--- src/rtl/text_edit_ctrl.sv ---
// Text-mode editor controller: maps the VGA scan position onto a character RAM,
// overlays a blinking cursor, and applies keyboard edits to the RAM during blanking.
//
// state | meaning
// IDLE  | waiting for a key; key_ready=1
// WRITE | one pending character write, issued on the first blanking cycle
// CLEAR | filling every cell with 0x20 in ascending order, blanking cycles only
module text_edit_ctrl #(
    parameter int COLS         = 70,
    parameter int ROWS         = 30,
    parameter int BLINK_CYCLES = 12500000
) (
    input  logic        pclk,
    input  logic        reset,
    input  logic        key_valid,
    input  logic [7:0]  key_ascii,
    output logic        key_ready,
    input  logic [9:0]  h_addr,
    input  logic [9:0]  v_addr,
    input  logic        valid,
    output logic [11:0] mem_addr,
    output logic        mem_we,
    output logic [7:0]  mem_wdata,
    input  logic [7:0]  mem_rdata,
    output logic [7:0]  char_code,
    output logic [3:0]  pix_x,
    output logic [3:0]  pix_y,
    output logic        cursor_on
);

    localparam int COL_W   = (COLS > 1) ? $clog2(COLS) : 1;
    localparam int ROW_W   = (ROWS > 1) ? $clog2(ROWS) : 1;
    localparam int BLINK_W = (BLINK_CYCLES > 1) ? $clog2(BLINK_CYCLES) : 1;

    localparam logic [COL_W-1:0]   LAST_COL   = COL_W'(COLS - 1);
    localparam logic [ROW_W-1:0]   LAST_ROW   = ROW_W'(ROWS - 1);
    localparam logic [11:0]        LAST_CELL  = 12'(ROWS * COLS - 1);
    localparam logic [9:0]         H_LIMIT    = 10'(9 * COLS);
    localparam logic [BLINK_W-1:0] BLINK_LAST = BLINK_W'(BLINK_CYCLES - 1);

    typedef enum logic [1:0] {
        IDLE  = 2'd0,
        WRITE = 2'd1,
        CLEAR = 2'd2
    } state_t;

    state_t             state_q, state_d;
    logic [ROW_W-1:0]   row_q, row_d;
    logic [COL_W-1:0]   col_q, col_d;
    logic [11:0]        wr_addr_q, wr_addr_d;
    logic [7:0]         wr_data_q, wr_data_d;
    logic               wr_adv_q, wr_adv_d;
    logic [11:0]        clr_ptr_q, clr_ptr_d;
    logic [BLINK_W-1:0] blink_cnt_q;
    logic               blink_q;
    logic               disp_ok_q;
    logic [3:0]         pix_x_q, pix_y_q;
    logic               cursor_on_q;

    // ---------------- display path ----------------
    logic [11:0] disp_col, disp_row, disp_addr;
    logic        disp_in, cursor_hit;

    assign disp_col   = 12'(h_addr / 10'd9);
    assign disp_row   = 12'(v_addr[9:4]);
    assign disp_addr  = disp_row * 12'(COLS) + disp_col;
    assign disp_in    = valid && (h_addr < H_LIMIT) && (disp_row < 12'(ROWS));
    assign cursor_hit = (disp_row == 12'(row_q)) && (disp_col == 12'(col_q));

    // The RAM's own output register supplies the pipeline stage for the glyph;
    // only the in-range qualifier travels alongside it here.
    assign char_code = disp_ok_q ? mem_rdata : 8'h00;
    assign pix_x     = pix_x_q;
    assign pix_y     = pix_y_q;
    assign cursor_on = cursor_on_q;

    always_ff @(posedge pclk or posedge reset) begin
        if (reset) begin
            disp_ok_q   <= 1'b0;
            pix_x_q     <= 4'd0;
            pix_y_q     <= 4'd0;
            cursor_on_q <= 1'b0;
        end else begin
            disp_ok_q   <= disp_in;
            pix_x_q     <= 4'(h_addr % 10'd9);
            pix_y_q     <= v_addr[3:0];
            cursor_on_q <= disp_in && cursor_hit && blink_q;
        end
    end

    always_ff @(posedge pclk or posedge reset) begin
        if (reset) begin
            blink_cnt_q <= '0;
            blink_q     <= 1'b0;
        end else if (blink_cnt_q == BLINK_LAST) begin
            blink_cnt_q <= '0;
            blink_q     <= ~blink_q;
        end else begin
            blink_cnt_q <= blink_cnt_q + 1'b1;
        end
    end

    // ---------------- cursor arithmetic ----------------
    logic [ROW_W-1:0] adv_row, back_row, nl_row;
    logic [COL_W-1:0] adv_col, back_col;
    logic [11:0]      cur_addr, back_addr;

    always_comb begin
        nl_row = (row_q == LAST_ROW) ? '0 : row_q + 1'b1;
        if (col_q == LAST_COL) begin
            adv_col = '0;
            adv_row = nl_row;
        end else begin
            adv_col = col_q + 1'b1;
            adv_row = row_q;
        end
        if (col_q == '0) begin
            back_col = LAST_COL;
            back_row = row_q - 1'b1;
        end else begin
            back_col = col_q - 1'b1;
            back_row = row_q;
        end
    end

    assign cur_addr  = 12'(row_q) * 12'(COLS) + 12'(col_q);
    assign back_addr = 12'(back_row) * 12'(COLS) + 12'(back_col);

    // ---------------- editor FSM ----------------
    always_comb begin
        state_d   = state_q;
        row_d     = row_q;
        col_d     = col_q;
        wr_addr_d = wr_addr_q;
        wr_data_d = wr_data_q;
        wr_adv_d  = wr_adv_q;
        clr_ptr_d = clr_ptr_q;
        key_ready = (state_q == IDLE);
        mem_we    = 1'b0;
        mem_wdata = 8'h00;
        mem_addr  = valid ? disp_addr : ((state_q == CLEAR) ? clr_ptr_q : wr_addr_q);

        unique case (state_q)
            IDLE: begin
                if (key_valid) begin
                    if (key_ascii >= 8'h20 && key_ascii <= 8'h7E) begin
                        wr_addr_d = cur_addr;
                        wr_data_d = key_ascii;
                        wr_adv_d  = 1'b1;
                        state_d   = WRITE;
                    end else if (key_ascii == 8'h08) begin
                        if (row_q != '0 || col_q != '0) begin
                            row_d     = back_row;
                            col_d     = back_col;
                            wr_addr_d = back_addr;
                            wr_data_d = 8'h20;
                            wr_adv_d  = 1'b0;
                            state_d   = WRITE;
                        end
                    end else if (key_ascii == 8'h0D) begin
                        col_d = '0;
                        row_d = nl_row;
                    end else if (key_ascii == 8'h1B) begin
                        clr_ptr_d = '0;
                        state_d   = CLEAR;
                    end
                end
            end
            WRITE: begin
                if (!valid) begin
                    mem_we    = 1'b1;
                    mem_wdata = wr_data_q;
                    if (wr_adv_q) begin
                        row_d = adv_row;
                        col_d = adv_col;
                    end
                    state_d = IDLE;
                end
            end
            CLEAR: begin
                if (!valid) begin
                    mem_we    = 1'b1;
                    mem_wdata = 8'h20;
                    if (clr_ptr_q == LAST_CELL) begin
                        clr_ptr_d = '0;
                        row_d     = '0;
                        col_d     = '0;
                        state_d   = IDLE;
                    end else begin
                        clr_ptr_d = clr_ptr_q + 12'd1;
                    end
                end
            end
            default: state_d = IDLE;
        endcase
    end

    always_ff @(posedge pclk or posedge reset) begin
        if (reset) begin
            state_q   <= IDLE;
            row_q     <= '0;
            col_q     <= '0;
            wr_addr_q <= '0;
            wr_data_q <= 8'h00;
            wr_adv_q  <= 1'b0;
            clr_ptr_q <= '0;
        end else begin
            state_q   <= state_d;
            row_q     <= row_d;
            col_q     <= col_d;
            wr_addr_q <= wr_addr_d;
            wr_data_q <= wr_data_d;
            wr_adv_q  <= wr_adv_d;
            clr_ptr_q <= clr_ptr_d;
        end
    end

endmodule

--- config.mk ---
export PLATFORM = sky130hd
export DESIGN_NAME = text_edit_ctrl
export DESIGN_NICKNAME = d
export VERILOG_FILES = /design/src/rtl/text_edit_ctrl.sv
export SDC_FILE = /design/constraint.sdc
export NUM_CORES = 1
export LEC_CHECK = 0
export CORE_ASPECT_RATIO = 0.75
export CORE_UTILIZATION = 60
export DETAILED_ROUTE_END_ITERATION = 10
export PLACE_DENSITY_LB_ADDON = 0.12
export SYNTH_ARGS = -nofsm -noshare
export SYNTH_HDL_FRONTEND = slang
export SYNTH_SLANG_ARGS = --single-unit
--- constraint.sdc ---
create_clock -name pclk -period 18.6 [get_ports pclk]
set_input_delay 5.58 -clock pclk [delete_from_list [all_inputs] [get_ports pclk]]
set_output_delay 5.58 -clock pclk [all_outputs]
set_load 0.01 [all_outputs]
==> results.ini, run 1 <==
[layout]
diodes = 0
drive_gt1_frac = 0.0548
final_cell_area_um2 = 9100
fin_nets = 1132
fin_cells = 1169
final_util = 0.724
final_common_cell = ha_1
layout_common_cells = ha_1 (87), dfrtp_1 (82), clkdlybuf4s50_1 (78)
syn_to_final_growth_pct = 14.6
fillerInstances = 1006

[timing]
finalSetupTns_ns = 0
setup_viol_count_final = 0
finalCritPeriodShare = 0.920
rsz0062_at_grt = false
max_slew_margin = 0.259
finalClockSkew_ns = 0.00596
max_freq_mhz = 58.4
slew_violations = 0
min_period_ns = 17.11
hold_viol_final = 0
tightestPinTransition_ns = 1.11

[detailed_routing]
top_layer = met4
wl_met1_mm = 9.25
wl_met2_mm = 8.37
wl_met3_mm = 1.06
detail-route-antenna-nets = 0
routed_wirelength_mm = 18.9
drt_iter0_drc = 449
firstDrtPassIters = 5
via_per_inst = 5.88
route.detailed.drc = 0
routedWlPerCell_um = 16.2
dr_total_vias = 6879

[synth]
ys_warn_count = 0
synth_top_area_frac = 0.259
synth_cell_types = 84
ys_async_sr_fraction = 1.00
syn_nets = 1075
synthTopCellsByArea = dfrtp_1 (26%), ha_1 (14%), xnor2_1 (5.6%)
syn_inst = 941
synth_top_area_cell = dfrtp_1
synth-seq-area-share = 0.259
synth-main-ff-cell = dfrtp_1
syn_area_um2 = 7940
synth_edf_count = 0
syn-mean-instance-area_um2 = 8.44
ys_seq_elements = 82

[power_and_ir_drop]
seqPwrFrac = 0.183
p_leak_uw = 0.00417
power_uw = 1330
p_clk_frac = 0.139
p_sw_uw = 616
p_comb_frac = 0.678
cellPowerDensity_nw_per_um2 = 146
peakVddDrop_uv = 255
switching_share = 0.462
internal_power_uw = 717

[floorplanning]
io_pins = 79
die-area_um2 = 13700
die_h_um = 102
die_width_um = 135
start_util = 0.632
std_cell_rows = 35
coreArea_um2 = 12600

[global_routing]
grt_pass1_wl_mm = 31.5
overflow = 0
first_global_vias = 6396
antenna_found_initial = 0
grt_start_max_net_pins = 83
track_usage = 0.289

[hold_path]
hp-class = reg2reg
worstHoldPathCells = 2
holdPathEnd = wr_addr_q[10]
worst_hold_startpoint = wr_addr_q[10]

[critical_path]
timing.rr.start = col_q[1]
endpoint_kind = output port
cp-startpoint = h_addr[7]
arrival_ns = 11.53
startpoint_type = input port
reg2reg_setup_slack_ns = 13.62
cpPeakStageDelay_ns = 0.89
cp_slowest_cell = clkdlybuf4s50_1
r2r_cells = 21
reg2reg_to = wr_addr_q[10]
path_max_fanout = 20
criticalPathCategory = in2out
worstPathRequired_ns = 13.02

[clock_tree]
cts_tree = yes
cts_resized = 0
cts_max_level = 3
cts_made_buffers = 9
cts_setup_buffers = 0
postCtsHoldBufs = 0
insertion_delay_ns = 0.35
path_clk_slew_ns = 0.06
clockRootBuffer = clkbuf_16
clockBufferDepth = 2
clkSinkCount = 82

[place]
place_congestion = 0.875
dp_hpwl_mm = 14.3
dp.cells = 1153
port_buffers = 78
placed_area_um2 = 8790

[status]
run_status = finished, final reports clean

[job]
drv_cap = 0

==> power by group through the flow <==
stage	sequential (µW)	combinational, µW	clock [µW]
after floorplan	233	670	0
after global placement	245	868	0
after detailed placement	246	887	0
after CTS	243	897	188
after global routing	248	1000	195
final	244	904	185
==> how the worst max path moves through the flow <==
stage	end	slack, ns	cells after the start
2_1_floorplan	mem_addr[11]	3.41	27
3_3_place_gp	mem_addr[11]	1.69	28
3_5_place_dp	mem_addr[11]	1.55	28
4_1_cts	mem_addr[11]	1.50	28
5_1_grt	mem_addr[11]	0.87	28
6_report	mem_addr[11]	1.49	28
==> flip-flops by register name, summed over array words and instances, names as in the netlist <==
name,count
wr_data_q,8
blink_q,1
clr_ptr_q,12
state_q,2
row_q,5
blink_cnt_q,24
pix_y,4
cursor_on,1
pix_x,4
col_q,7
wr_addr_q,12
wr_adv_q,1
disp_ok_q,1
==> routing by layer <==
metal / up-vias / GRT usage
met5: - / 0
li1: 3413 / -
met1: 3265 / 0.409
met3: 20 / 0.0591
met4: 0 / 0.0752
met2: 181 / 0.452
==> stage by stage <==
| step | setup slack, ns | hold WS, ns |
|---|---|---|
| after CTS | 1.50 | 0.486 |
| after global placement | 1.69 | 0.461 |
| after global routing | 0.870 | 0.507 |
| after detailed placement | 1.55 | 0.472 |
| after floorplan | 3.41 | 0.434 |
| final | 1.49 | 0.488 |
==> cell type report <==
class	instances	area (µm²)	area share
clock buffers	10	239	0.0263
clock inverters	6	71.3	0.00784
inverters	66	249	0.0274
multi-input cells	756	5460	0.600
flip-flops and latches	82	2050	0.225
well taps	166	208	0.0228
repair buffers	83	818	0.0899
==> critical path: cells and delay by family <==
family	cells	cell delay [ns]
simple gates	10	1.70
xor+xnor	2	0.29
fa+ha+maj	3	0.57
buf+inv	4	1.61
compound gates	9	1.77
==> kinds of logic (layout without fill, tap and decap cells) <==
family | count (synthesis) | count (layout) | share of synthesized area
adders and majority gates | 95 | 95 | 0.156
DFF | 82 | 82 | 0.259
AOI/OAI and AO/OA | 237 | 237 | 0.196
and+or+nand+nor | 307 | 307 | 0.203
buffers and inverters | 103 | 165 | 0.0539
muxes | 19 | 19 | 0.0249
xor gates and xnor gates | 98 | 98 | 0.108
==> synthesized netlist by cell type (all sizes together), types with 2 or more instances <==
library cell	count
dfrtp	82
o21ai	76
nand3	33
o211ai	9
a211oi	7
nor4b	3
mux2i	16
nor2	70
nand3b	2
a21oi	64
and4	2
nor2b	21
nand4	9
or2	2
o22ai	3
o41ai	3
o31ai	4
mux2	3
a22o	10
and2	15
ha	87
a221oi	3
o21bai	10
fa	7
a31oi	6
and3	21
nor4	6
o211a	3
a2111o	2
nand2b	12
o221ai	2
nor3b	8
nand2	71
a21o	19
xor2	47
or3	8
buf	10
inv	66
xnor2	51
nor3	16
o21a	7
clkbuf	27
No activity file was read; power rests on OpenSTA's default activity.
==> inputs of run 2 (changes only) <==
GPL_ROUTABILITY_DRIVEN = 1   (was not set)
PLACE_DENSITY_LB_ADDON = 0.15   (was 0.12)
==> run 2 against run 1 <==
Sequential share of layout area increased by 0.059 points. Power down 2.2%. Count of clock-buffer cells in the layout is the same. Cell count did not move. Critical path type unchanged. Largest cell class unchanged. Highest routed layer unchanged.
==> results.ini, run 2 (same netlist as run 1, synthesis figures left out) <==
[timing]
tightestPinTransition_ns = 1.03  ; was 1.11 ns
finalClockSkew_ns = 0.0110  ; was 0.00596 ns
finalSetupTns_ns = 0  ; unchanged
max_freq_mhz = 58.8  ; was 58.4 MHz
finalCritPeriodShare = 0.915  ; was 0.920
setup_viol_count_final = 0  ; unchanged
slew_violations = 0  ; unchanged
min_period_ns = 17.02  ; was 17.11 ns
rsz0062_at_grt = false  ; unchanged
final.setup.worst_slack_ns = 1.58  ; was 1.49 ns
hold_viol_final = 0  ; unchanged
max_slew_margin = 0.311  ; was 0.259

[clock_tree]
cts_setup_buffers = 0  ; unchanged
clockBufferDepth = 2  ; unchanged
cts_made_buffers = 9  ; unchanged
clockRootBuffer = clkbuf_16  ; unchanged
cts_resized = 0  ; unchanged
cts_tree = yes  ; unchanged
clkSinkCount = 82  ; unchanged
cts_max_level = 3  ; unchanged
path_clk_slew_ns = 0.06  ; about the same
postCtsHoldBufs = 0  ; unchanged
insertion_delay_ns = 0.35  ; about the same

[place]
dp_slack_ns = 1.66  ; was 1.55 ns
dp_hpwl_mm = 14.1  ; was 14.3 mm
port_buffers = 78  ; unchanged
place_congestion = 0.906  ; was 0.875

[floorplanning]
io_pins = 79  ; unchanged
die-area_um2 = 13700  ; unchanged
coreArea_um2 = 12600  ; unchanged
start_util = 0.632  ; unchanged
die_h_um = 102  ; unchanged
die_width_um = 135  ; unchanged
std_cell_rows = 35  ; unchanged

[global_routing]
first_global_vias = 6129  ; was 6396
grt_pass1_wl_mm = 30.6  ; was 31.5 mm
grt_start_max_net_pins = 83  ; unchanged
antenna_found_initial = 0  ; unchanged
overflow = 0  ; unchanged
track_usage = 0.282  ; was 0.289

[power_and_ir_drop]
cellPowerDensity_nw_per_um2 = 144  ; was 146 nW/µm²
peakVddDrop_uv = 136  ; was 255 µV
p_leak_uw = 0.00417  ; about the same
power_uw = 1300  ; was 1330 µW

[layout]
top_regs = blink_cnt_q (24), clr_ptr_q (12), wr_addr_q (12)  ; unchanged
syn_to_final_growth_pct = 14.3  ; was 14.6%
fin_nets = 1132  ; unchanged
fillerInstances = 972  ; was 1006
final_common_cell = ha_1  ; unchanged
drive_gt1_frac = 0.0548  ; unchanged
layout_common_cells = ha_1 (87), dfrtp_1 (82), clkdlybuf4s50_1 (78)  ; unchanged
largest_reg_flops = 24  ; unchanged
diodes = 0  ; unchanged
regMostFlops = blink_cnt_q  ; unchanged

[critical_path]
worstPathRequired_ns = 13.02  ; about the same
arrival_ns = 11.44  ; was 11.53 ns
reg2reg_to = wr_addr_q[11]  ; was wr_addr_q[10]
reg2reg_setup_slack_ns = 13.74  ; was 13.62 ns
crit_path_end = mem_addr[11]  ; unchanged
startpoint_type = input port  ; unchanged
criticalPathCategory = in2out  ; unchanged
cp-startpoint = h_addr[7]  ; unchanged
path_max_fanout = 20  ; unchanged
endpoint_kind = output port  ; unchanged
r2r_cells = 21  ; unchanged
timing.rr.start = col_q[0]  ; was col_q[1]

[detailed_routing]
routed_wirelength_mm = 18.5  ; was 18.9 mm
route.detailed.drc = 0  ; unchanged
via_per_inst = 5.85  ; was 5.88
detail-route-antenna-nets = 0  ; unchanged
firstDrtPassIters = 5  ; unchanged
drt_iter0_drc = 647  ; was 449
routedWlPerCell_um = 15.9  ; was 16.2 µm
dr_total_vias = 6839  ; was 6879

[hold_path]
hp-class = reg2reg  ; unchanged

[job]
drv_cap = 0  ; unchanged

[status]
run_status = finished, final reports clean  ; unchanged

==> run 2: cell count changes in the layout (fill, tap and decap cells not counted), sizes merged <==
cell	change
clkinvlp	-2
inv	+1
bufinv	-1
clkinv	+2
==> run 2: layout make-up <==
type / instances / area, µm² / area share
multi-input combinational: 756 / 5460 / 0.602
clock buffer: 10 / 239 / 0.0263
tap: 166 / 208 / 0.0229
inverter: 66 / 249 / 0.0274
sequential: 82 / 2050 / 0.226
clock inverter: 6 / 47.5 / 0.00524
timing repair buffer: 83 / 818 / 0.0902
==> run 2: power by group <==
group / total, µW / internal [µW] / leakage [µW] / switching, µW
registers: 244 / 210 / 0.00107 / 33.5
clock network: 174 / 95.8 / 0.000145 / 78.6
logic: 886 / 399 / 0.00295 / 487
total: 1300 / 705 / 0.00417 / 599
==> run 2: stage by stage <==
stage	instance area (µm²)	utilization	cells	hold WS (ns)
4_1_cts	9080	0.722	1169	0.485
3_5_place_dp	8790	0.699	1153	0.467
2_1_floorplan	7940	-	941	0.434
6_report	9080	0.722	1169	0.485
5_1_grt	9080	0.722	1169	0.498
3_3_place_gp	8790	0.699	1153	0.460
==> run 2: worst max-delay path, cell delays in order <==
cell and delay [ns]:
clkdlybuf4s50_1 0.93, nor2b_1 0.18, o21ai_0 0.16, nor3b_2 0.43, o211ai_1 0.19, a21o_1 0.22, and2_4 0.17, o21ai_4 0.27
xnor2_1 0.17, ha_1 0.21, and2_1 0.16, a21oi_2 0.22, and2_4 0.20, inv_2 0.04, ha_1 0.19, inv_1 0.07
fa_1 0.20, nor2b_1 0.05, o21ai_0 0.15, nand2b_1 0.11, a21o_1 0.18, a21o_1 0.18, and3_1 0.21, nand3_1 0.10
xnor2_1 0.11, nand2_1 0.07, o21ai_0 0.08, clkdlybuf4s50_1 0.55
==> run 2: worst min-delay path by stage <==
stage,to,slack [ns],startpoint,depth (start not counted)
2_1_floorplan,blink_q,0.43,blink_q,1
3_3_place_gp,wr_addr_q[2],0.46,wr_addr_q[2],2
3_5_place_dp,wr_data_q[7],0.47,wr_data_q[7],1
4_1_cts,wr_data_q[7],0.48,wr_data_q[7],1
5_1_grt,wr_data_q[7],0.50,wr_data_q[7],1
6_report,wr_data_q[7],0.49,wr_data_q[7],1
==> run 2: routing by layer <==
metal | part of all wire | wire length (µm) | track usage | vias to the layer above
li1 | - | - | - | 3431
met1 | 0.50 | 9270 | 0.424 | 3179
met2 | 0.43 | 8030 | 0.427 | 212
met3 | 0.057 | 1050 | 0.0400 | 17
met4 | 0.010 | 192 | 0.0622 | 0
met5 | 0 | 0 | 0 | -
